<file path="config.mk">
export PLATFORM = sky130hd
export DESIGN_NAME = ex_stage
export DESIGN_NICKNAME = d
export VERILOG_FILES = /design/src/rtl/ex_stage_pkg.sv /design/src/rtl/ex_stage_mul_seq.sv /design/src/rtl/ex_stage.sv
export SDC_FILE = /design/constraint.sdc
export NUM_CORES = 1
export LEC_CHECK = 0
export BUFFER_PORTS_ARGS = -buffer_cell sky130_fd_sc_hd__buf_4
export CORE_UTILIZATION = 53
export DETAILED_ROUTE_END_ITERATION = 7
export GPL_TIMING_DRIVEN = 0
export PLACE_DENSITY_LB_ADDON = 0.2
export SYNTH_ARGS = -nofsm -noshare
export SYNTH_HDL_FRONTEND = slang
export SYNTH_HIERARCHICAL = 1
export SYNTH_SLANG_ARGS = --single-unit
</file>
<file path="constraint.sdc">
create_clock -name clk -period 4.3 [get_ports clk]
set_input_delay 0.215 -clock clk [delete_from_list [all_inputs] [get_ports clk]]
set_output_delay 0.215 -clock clk [all_outputs]
set_load 0.03 [all_outputs]
</file>
<file path="src/rtl/ex_stage_pkg.sv">
// Shared EX-stage types: ALU opcodes, the decoded control bundle, the multiplier
// FSM states and the operand forwarding rule.
package Defs;

  typedef enum logic [3:0] {
    ADD, SUB, AND, OR, XOR, SHL, SHR, PASS_B, MUL
  } AluOp_t;

  typedef struct packed {
    AluOp_t AluOp;
    logic   AluSrc;
    logic   RegWrite;
    logic   MemRead;
    logic   MemWrite;
    logic   MemToReg;
  } ControlSignals;

  typedef enum logic {IDLE, BUSY} MulState_t;

  localparam ControlSignals CTRL_BUBBLE = '0;

  // The younger result (EX/MEM) takes priority over the older one (MEM/WB).
  function automatic logic [7:0] forward_operand(
    input logic [2:0] id,
    input logic [7:0] reg_val,
    input logic       exmem_wr,
    input logic [2:0] exmem_rd,
    input logic [7:0] exmem_val,
    input logic       wb_wr,
    input logic [2:0] wb_id,
    input logic [7:0] wb_val
  );
    if (exmem_wr && (exmem_rd == id)) return exmem_val;
    if (wb_wr && (wb_id == id))       return wb_val;
    return reg_val;
  endfunction

endpackage

</file>
<file path="src/rtl/ex_stage_mul_seq.sv">
// Multi-cycle shift-add multiplier: one iteration per edge, MUL_ITER iterations
// per product. Each iteration consumes ceil(8/MUL_ITER) multiplier bits.
module mul_seq
  import Defs::*;
#(
  parameter int MUL_ITER = 8
) (
  input  logic       clk,
  input  logic       reset_n,
  input  logic       flush,
  input  logic       is_mul,
  input  logic [7:0] a,
  input  logic [7:0] b,
  output logic       busy,
  output logic       active,
  output logic       done,
  output logic [7:0] product
);

  localparam int BITS  = (8 + MUL_ITER - 1) / MUL_ITER;
  localparam int CNT_W = (MUL_ITER > 1) ? $clog2(MUL_ITER) : 1;
  localparam logic [CNT_W-1:0] LAST = CNT_W'(MUL_ITER - 1);

  MulState_t        state;
  logic [CNT_W-1:0] cnt;
  logic [7:0]       acc, mcand, mplier;
  logic [7:0]       src_a, src_b, step_sum;

  assign busy    = (state == BUSY);
  assign active  = busy || is_mul;
  assign done    = active && (cnt == LAST);
  assign product = step_sum;

  // Iteration 0 runs on the live operands; later iterations use the latches.
  always_comb begin
    src_a    = busy ? mcand  : a;
    src_b    = busy ? mplier : b;
    step_sum = busy ? acc    : 8'd0;
    for (int j = 0; j < BITS; j++) begin
      if (src_b[j]) step_sum = step_sum + (src_a << j);
    end
  end

  always_ff @(posedge clk or negedge reset_n) begin
    if (!reset_n) begin
      state  <= IDLE;
      cnt    <= '0;
      acc    <= 8'd0;
      mcand  <= 8'd0;
      mplier <= 8'd0;
    end else if (flush) begin
      state <= IDLE;
      cnt   <= '0;
    end else if (active) begin
      acc    <= step_sum;
      mcand  <= src_a << BITS;
      mplier <= src_b >> BITS;
      if (done) begin
        state <= IDLE;
        cnt   <= '0;
      end else begin
        state <= BUSY;
        cnt   <= cnt + 1'b1;
      end
    end
  end

endmodule

</file>
<file path="src/rtl/ex_stage.sv">
// Execute stage: operand forwarding, single-cycle ALU, multi-cycle MUL with
// stall, and the EX/MEM pipeline register.
module ex_stage
  import Defs::*;
#(
  parameter int MUL_ITER = 8
) (
  input  logic          clk,
  input  logic          reset_n,
  input  ControlSignals control_in,
  input  logic [7:0]    RsVal_in,
  input  logic [7:0]    RdVal_in,
  input  logic [7:0]    ImmVal_in,
  input  logic [2:0]    Rs_in,
  input  logic [2:0]    Rd_in,
  input  logic          wb_regwrite,
  input  logic [2:0]    wb_rd,
  input  logic [7:0]    wb_data,
  input  logic          flush,
  output ControlSignals control_out,
  output logic [7:0]    alu_out,
  output logic [7:0]    store_out,
  output logic [2:0]    rd_out,
  output logic          zero_out,
  output logic          stall_out
);

  logic [7:0]    fwd_rs, fwd_rd, op_a, op_b, alu_result, product;
  logic [7:0]    store_hold, fin_store, fin_result;
  logic [2:0]    rd_hold, fin_rd;
  ControlSignals ctrl_hold, fin_ctrl;
  logic          is_mul, mul_busy, mul_active, mul_done;

  assign fwd_rs = forward_operand(Rs_in, RsVal_in, control_out.RegWrite, rd_out, alu_out,
                                  wb_regwrite, wb_rd, wb_data);
  assign fwd_rd = forward_operand(Rd_in, RdVal_in, control_out.RegWrite, rd_out, alu_out,
                                  wb_regwrite, wb_rd, wb_data);

  // Two-operand form: Rd is the A operand and also the value stored by stores.
  assign op_a      = fwd_rd;
  assign op_b      = control_in.AluSrc ? ImmVal_in : fwd_rs;
  assign is_mul    = (control_in.AluOp == MUL);
  assign stall_out = reset_n && !flush && mul_active;

  always_comb begin
    alu_result = 8'd0;
    case (control_in.AluOp)
      ADD:     alu_result = op_a + op_b;
      SUB:     alu_result = op_a - op_b;
      AND:     alu_result = op_a & op_b;
      OR:      alu_result = op_a | op_b;
      XOR:     alu_result = op_a ^ op_b;
      SHL:     alu_result = op_a << op_b[2:0];
      SHR:     alu_result = op_a >> op_b[2:0];
      PASS_B:  alu_result = op_b;
      default: alu_result = 8'd0;
    endcase
  end

  mul_seq #(.MUL_ITER(MUL_ITER)) u_mul_seq (
    .clk     (clk),
    .reset_n (reset_n),
    .flush   (flush),
    .is_mul  (is_mul),
    .a       (op_a),
    .b       (op_b),
    .busy    (mul_busy),
    .active  (mul_active),
    .done    (mul_done),
    .product (product)
  );

  always_ff @(posedge clk or negedge reset_n) begin
    if (!reset_n) begin
      ctrl_hold  <= CTRL_BUBBLE;
      rd_hold    <= 3'd0;
      store_hold <= 8'd0;
    end else if (!flush && !mul_busy && is_mul) begin
      ctrl_hold  <= control_in;
      rd_hold    <= Rd_in;
      store_hold <= fwd_rd;
    end
  end

  // While busy the live inputs belong to a later instruction, so use the latches.
  always_comb begin
    fin_ctrl   = mul_busy ? ctrl_hold  : control_in;
    fin_rd     = mul_busy ? rd_hold    : Rd_in;
    fin_store  = mul_busy ? store_hold : fwd_rd;
    fin_result = mul_active ? product  : alu_result;
  end

  always_ff @(posedge clk or negedge reset_n) begin
    if (!reset_n) begin
      control_out <= CTRL_BUBBLE;
      alu_out     <= 8'd0;
      store_out   <= 8'd0;
      rd_out      <= 3'd0;
      zero_out    <= 1'b1;
    end else if (flush || (mul_active && !mul_done)) begin
      control_out <= CTRL_BUBBLE;
      alu_out     <= 8'd0;
      store_out   <= 8'd0;
      rd_out      <= 3'd0;
      zero_out    <= 1'b1;
    end else begin
      control_out <= fin_ctrl;
      alu_out     <= fin_result;
      store_out   <= fin_store;
      rd_out      <= fin_rd;
      zero_out    <= (fin_result == 8'd0);
    end
  end

endmodule

</file>
# Yosys cells after proc, flatten, opt, wreduce, memory -nomap -nowiden
# Cells that the tools add are included.
# Widths: inputs -> output; s select.
[totals] latch_bits=0 word_cells=100 ramBits=0 register_bits=75 romBits=0 memories=0
[op_classes] bitwise_logic=4 n_addsub=4 shifts=2 div=0 reduce_logical=19 order_cmp=0 mux=35 mul=0 eq_ne=13
[ops] operator="$mux 8" count=17
[ops] operator="$pmux 8 s8" count=1
[ops] operator="$mux 9" count=2
[ops] operator="$add 8x8->8" count=2
[ops] operator="$eq 4x3->1 const B" count=4
[ops] operator="$mux 3" count=5
[ops] operator="$eq 3x3->1" count=4
[ops] operator="$logic_and 1x1->1" count=10
[ops] operator="$mux 1" count=10
[ops] operator="$and 8x8->8" count=1
[ops] operator="$eq 4x2->1 const B" count=2
[ops] operator="$logic_not 8->1" count=1
[ops] operator="$or 8x8->8" count=1
[ops] operator="$shl 8x3->8" count=1
[ops] operator="$shr 8x3->8" count=1
[ops] operator="$sub 8x8->8" count=1
[ops] operator="$xor 8x8->8" count=1
[ops] operator="$eq 4x1->1 const B" count=1
[ops] operator="$eq 4x4->1 const B" count=1
[ops] operator="$logic_not 4->1" count=1
[ops] operator="$add 3x1->3 const B" count=1
[ops] operator="$eq 3x3->1 const B" count=1
[ops] operator="$logic_not 1->1" count=3
[ops] operator="$logic_or 1x1->1" count=2
[ops] operator="3 further kinds" count=3

# Longest topological paths before layout
[depth] depth_word=12 mapped_depth=22 depth_no_buf=19

# Cells and area by module
# Netlist, hierarchy kept.
[by_module_without_submodules] mod="ex_stage" instances=1 area_each_um2=3986.3 cells_each=467 seq_area_each_um2=1227.4
[by_module_without_submodules] mod="mul_seq" instances=1 area_each_um2=1615.3 cells_each=169 seq_area_each_um2=650.6

# Worst setup path after synthesis
# Ideal clock, no wire load.
[synth_path] path_kind="reg2reg" from="register rd_out[1]" to="register zero_out" stages_incl_launch_ff=23 setup_time_ps=61 arrival_time_ps=4226 n_path_buf=3 period_less_slack_ps=4287 slack_ps=13 path_cell_list="dfrtp_1 > xnor2_1 > and4_1 > clkbuf_1 > a221oi_2 > o31a_1 > buf_6 > buf_2 > ha_1 > nor2_1 > a21oi_1 > inv_1 > ha_1 > nor2b_1 > o21ai_0 > nor2b_1 > xnor2_1 > a221o_1 > mux2_2 > a31oi_1 > o21ai_0 > nor4b_1 > a31o_1"
[synth_via] elab_chain_len=10 elab_cells_between_ends=24 cone_classes="3 x add/sub; 2 x eq/ne; 2 x shift; 11 x mux; 3 x bitwise; 3 x reduce/logical"
[synth_lines] item="start: declaration" line_no="ex_stage.sv:23" rtl="output logic [2:0] rd_out,"
[synth_lines] item="start signal: assignment" line_no="ex_stage.sv:110" rtl="rd_out <= fin_rd;"
[synth_lines] item="$eq 3x3->1" line_no="ex_stage_pkg.sv:33" rtl="if (exmem_wr && (exmem_rd == id)) return exmem_val;"
[synth_lines] item="$logic_and 1x1->1" line_no="ex_stage_pkg.sv:33"
[synth_lines] item="$mux 1" line_no="ex_stage_pkg.sv:33"
[synth_lines] item="$mux 8" line_no="ex_stage_pkg.sv:34" rtl="if (wb_wr && (wb_id == id)) return wb_val;"
[synth_lines] item="$mux 8 (on tied branches)" line_no="ex_stage.sv:41, ex_stage_mul_seq.sv:36"
[synth_lines] item="$sub 8x8->8, or another cell as far along" line_no="ex_stage.sv:49" rtl="SUB: alu_result = op_a - op_b;"
[synth_lines] item="$pmux 8 s8 / $mux 8 (equally long branches)" line_no="ex_stage.sv:47, ex_stage_mul_seq.sv:40"
[synth_lines] item="$mux 8 *" line_no="ex_stage.sv:90" rtl="fin_result = mul_active ? product : alu_result;"
[synth_lines] item="$logic_not 8->1 *" line_no="ex_stage.sv:111" rtl="zero_out <= (fin_result == 8'd0);"
[synth_lines] item="$mux 1 *" line_no="ex_stage.sv:100" rtl="end else if (flush || (mul_active && !mul_done)) begin"
[synth_lines] item="end signal: assignment" line_no="ex_stage.sv:111"
[synth_lines] item="end: declaration" line_no="ex_stage.sv:24" rtl="output logic zero_out,"
# Mark *: on every way between the ends. The rest lies on a longest branch, timed or not.
# A chain may end at the register's enable or synchronous reset.

# Worst setup path in the final report
[layout_path] from="register rd_out[0]" to="register zero_out"
[layout_via] elab_chain_len=10 elab_cells_between_ends=24 cone_classes="3 x add/sub; 2 x eq/ne; 2 x shift; 11 x mux; 3 x bitwise; 3 x reduce/logical"
[layout_lines] item="$eq 3x3->1 *" line_no="ex_stage_pkg.sv:33"
[layout_lines] item="$logic_and 1x1->1 *" line_no="ex_stage_pkg.sv:33"
[layout_lines] item="$mux 1 *" line_no="ex_stage_pkg.sv:33"
[layout_lines] item="$mux 8 *" line_no="ex_stage_pkg.sv:34"
[layout_lines] item="$mux 8 *" line_no="ex_stage.sv:41" rtl="assign op_b = control_in.AluSrc ? ImmVal_in : fwd_rs;"
[layout_lines] item="named net op_b[0]" line_no="ex_stage.sv:28" rtl="logic [7:0] fwd_rs, fwd_rd, op_a, op_b, alu_result, product;"
[layout_lines] item="$sub 8x8->8, or another cell as far along" line_no="ex_stage.sv:49"
[layout_lines] item="$pmux 8 s8 / $mux 8 (equally long branches)" line_no="ex_stage.sv:47, ex_stage_mul_seq.sv:40"
[layout_lines] item="$mux 8 *" line_no="ex_stage.sv:90"
[layout_lines] item="$logic_not 8->1 *" line_no="ex_stage.sv:111"
[layout_lines] item="$mux 1 *" line_no="ex_stage.sv:100"
# Mark *: on every way through the listed nets, which the timed path passes. The rest lies on a longest branch.

==> results by group <==
Synthesis
  • Synth cell types: 74
  • Predominant post-synthesis flop cell: dfrtp_1
  • Synth top area cells: dfrtp_1, ha_1, mux2i_1
  • Commonest cells post-synth: dfrtp_1, nand2_1, nor2_1
  • Post-synthesis register bit count: 75
  • Most frequent cell after synthesis: dfrtp_1
  • Yosys warning total: 6
  • Mapped Cells: between 600 and 700
  • Syn avg cell area: between 8 and 9 µm²
  • Synthesized cell area: ~5600 µm²
  • Number of synthesized flops with an enable pin: 0
  • Async SR Flop Fraction: 100%
  • Post-synth top area share: between 30 and 40%
  • Yosys top cell by area: dfrtp_1
  • Synthesized Nets: 724
  • Sequential element share of the synthesized area: 33.5%

Layout
  • Share of cells above drive strength 1: 28.0%
  • Area grow syn2layout: 25.6%
  • Util after Layout: a little under 70%
  • Inserted Diodes: 0
  • Final nets: approximately 840

Setup path
  • Crit path kind: flip-flop to flip-flop
  • CP startpoint kind: flip-flop
  • Worst-path fanout max: 12
  • CP arrival: 4.49 ns
  • Setup crit end kind: flip-flop
  • Worst Path Required: 4.58 ns

Pwr
  • Pwr/cell area: about 340 nW/µm²
  • Worst vdd rail ir drop: 0.218 mV
  • Leak pwr: 3.30 nW

Placement
  • HPWL Detailed: ~13,000 µm
  • IO Port Bufs: 81
  • GP Congestion: between 0.9 and 1
  • Place WS: -0.703 ns

GRT
  • Overflow after GRT: 0
  • Largest net degree at the start of global routing: 77
  • Top Usage Layer GRT: met2
  • Met3 Usage GRT: roughly 5.7%
  • First-pass GRT wire length: about 27,000 µm
  • Met1 Usage GRT: 41.2%
  • Total track usage: approximately a third
  • Met2 usage: between 50 and 60%
  • Number of global-route vias before repair: between 5,000 and 6,000
  • Initial antenna violation count: 0

STA
  • Min cycle time layout: around 4.2 ns
  • Final hold viol count: 7
  • Final Slew Violations: 0
  • Fmax: 238 MHz
  • Final worst-path cycle share: between 90% and 100%
  • Worst Slack Setup Final: roughly 0.094 ns
  • Worst Tran Pin Value: about 1.0 ns
  • Final setup vio count: 0
  • Fin Hold WS: -0.00459 ns
  • Clock Skew: 0.0204 ns
  • Rel. slew slack: between 30% and 40%

Floorplan
  • Core Region: a little over 10,000 µm²
  • Rows: 37
  • Die X: about 100 µm
  • Die area: around 11,000 µm²
  • Vert. Die Dim: approximately 100 µm
  • Ports: 84
  • Initial Util: 54.5%

CTS
  • Skew-Pair Late Insertion Delay: between 0.3 and 0.4 ns
  • Hold Buf Count CTS: 0
  • Clk slew on worst S/H paths: roughly 0.10 ns
  • CTS buffer count: 9
  • CTS tree: yes
  • CTS sink count: 75
  • Bufs on Longest Clock Path: 2
  • Clock Tree Root: clkbuf_8
  • H-tree Lvls: 3

Routing
  • Vias per inst: roughly 6.1
  • Avg WL per Cell: 19.7 µm
  • Iteration-0 DRC Markers: 479
  • Final wirelength: roughly 18,000 µm
  • First-pass DRT Iterations: 5
  • DRC Markers: 0
  • Total number of vias: 5,403
  • ANT nets after route: 0

Flow run
  • Max cap viols: 0

Worst hold path
  • Hold WC Path Type: input port to asynchronous set/reset pin

Outcome
  • Failing checks: hold timing
  • Status: finished, violations left
report_power, final:
part	leakage (nW)	total, mW	switching, mW	internal [mW]
sequential	0.965	0.888	0.0686	0.819
combinational	2.22	0.857	0.487	0.370
clock	0.113	0.629	0.292	0.337
cells by family after synthesis:
| group | count (synthesis) | share of synthesized area (%) |
|---|---|---|
| AO/OA/AOI/OAI | 153 | 18.6 |
| XOR/XNOR | 29 | 4.53 |
| adder cells (fa/ha/maj) | 34 | 7.86 |
| buffers and inverters | 62 | 4.98 |
| flip-flops | 75 | 33.5 |
| multiplexers | 60 | 11.2 |
| other | 1 | 0.0669 |
| AND/OR/NAND/NOR | 222 | 19.3 |
worst max-delay path, stage by stage, from the launching register on:
cell and delay [ns]:
dfrtp_2 0.45, xnor2_2 0.21, nand4_1 0.20, buf_4 0.19, nor2_1 0.10, o31a_1 0.18
buf_6 0.12, buf_4 0.10, inv_2 0.04, buf_6 0.16, nor3_4 0.15, nor2_1 0.08
xnor2_1 0.17, ha_1 0.41, o21ai_0 0.25, a21oi_2 0.07, nor2_1 0.12, xor2_1 0.15
o21ai_0 0.11, a31o_2 0.24, a22oi_2 0.24, nor4b_2 0.23, a31o_1 0.18
cell usage in the layout, fill, tap and decap left out, types with 8 or more instances in the layout:
cell type and instances:
buf_4 103, dfrtp_1 72, nand2_1 68, nor2_1 66, mux2i_1 40, o21ai_0 31
ha_1 30, a21oi_1 29, inv_1 20, xnor2_1 19, clkbuf_1 19, mux2_2 19
nand3_1 14, and2_1 9, and3_1 9, clkbuf_8 9, o211ai_1 8
routing by layer:
layer / part of all wire, % / up-vias
met5: 0 / -
met4: 3.6 / 0
met3: 8.6 / 49
met2: 47 / 279
met1: 41 / 2573
li1: - / 2502
sequential cells by signal (all words and copies together) (netlist names):
name	flops
ctrl_hold	9
rd_out	3
zero_out	1
alu_out	8
rd_hold	3
u_mul_seq/cnt	3
u_mul_seq/mcand	7
store_hold	8
control_out	9
u_mul_seq/busy	1
u_mul_seq/mplier	7
u_mul_seq/acc	8
store_out	8
worst paths after layout:
| kind | to | depth (start not counted) | slack, ns | startpoint |
|---|---|---|---|---|
| setup reg to reg | zero_out | 22 | 0.09 | rd_out[0] |
| min in group clk | control_out[0] | 3 | 0.10 | control_in[0] |
| hold / removal | control_out[4] | 1 | -0.005 | reset_n |
| setup / recovery | zero_out | 22 | 0.09 | rd_out[0] |
| hold reg to reg | store_hold[4] | 2 | 0.49 | store_hold[4] |
| max in group asynchronous | rd_out[0] | 1 | 3.67 | reset_n |
final cells by class:
type	count	area [µm²]
tap	136	170
inverter	26	97.6
multi-input combinational	499	3690
fill	838	3240
sequential	75	1880
timing repair buffer	102	766
clock inverter	7	105
clock buffer	9	124
buffer	35	204
stage by stage:
stage	hold WS [ns]	cell area [µm²]	total power, mW	cells	TNS, ns
3_3_place_gp	0.407	6380	1.61	853	-1.51
2_1_floorplan	-0.0806	5600	1.39	636	0
6_report	-0.00459	7040	2.37	889	0
5_1_grt	0.0703	7040	2.49	889	-0.0842
4_1_cts	0.0203	6720	2.28	870	0
3_5_place_dp	0.408	6390	1.64	853	-1.73
what timing repair did:
action,4_1_cts,5_1_grt
endpoints found under the setup margin,5,3
hold endpoints to repair,0,0
pin swaps,8,23
gates resized for setup,25,38
setup buffers,2,19
Note: power is estimated with default switching activity, not from simulation.
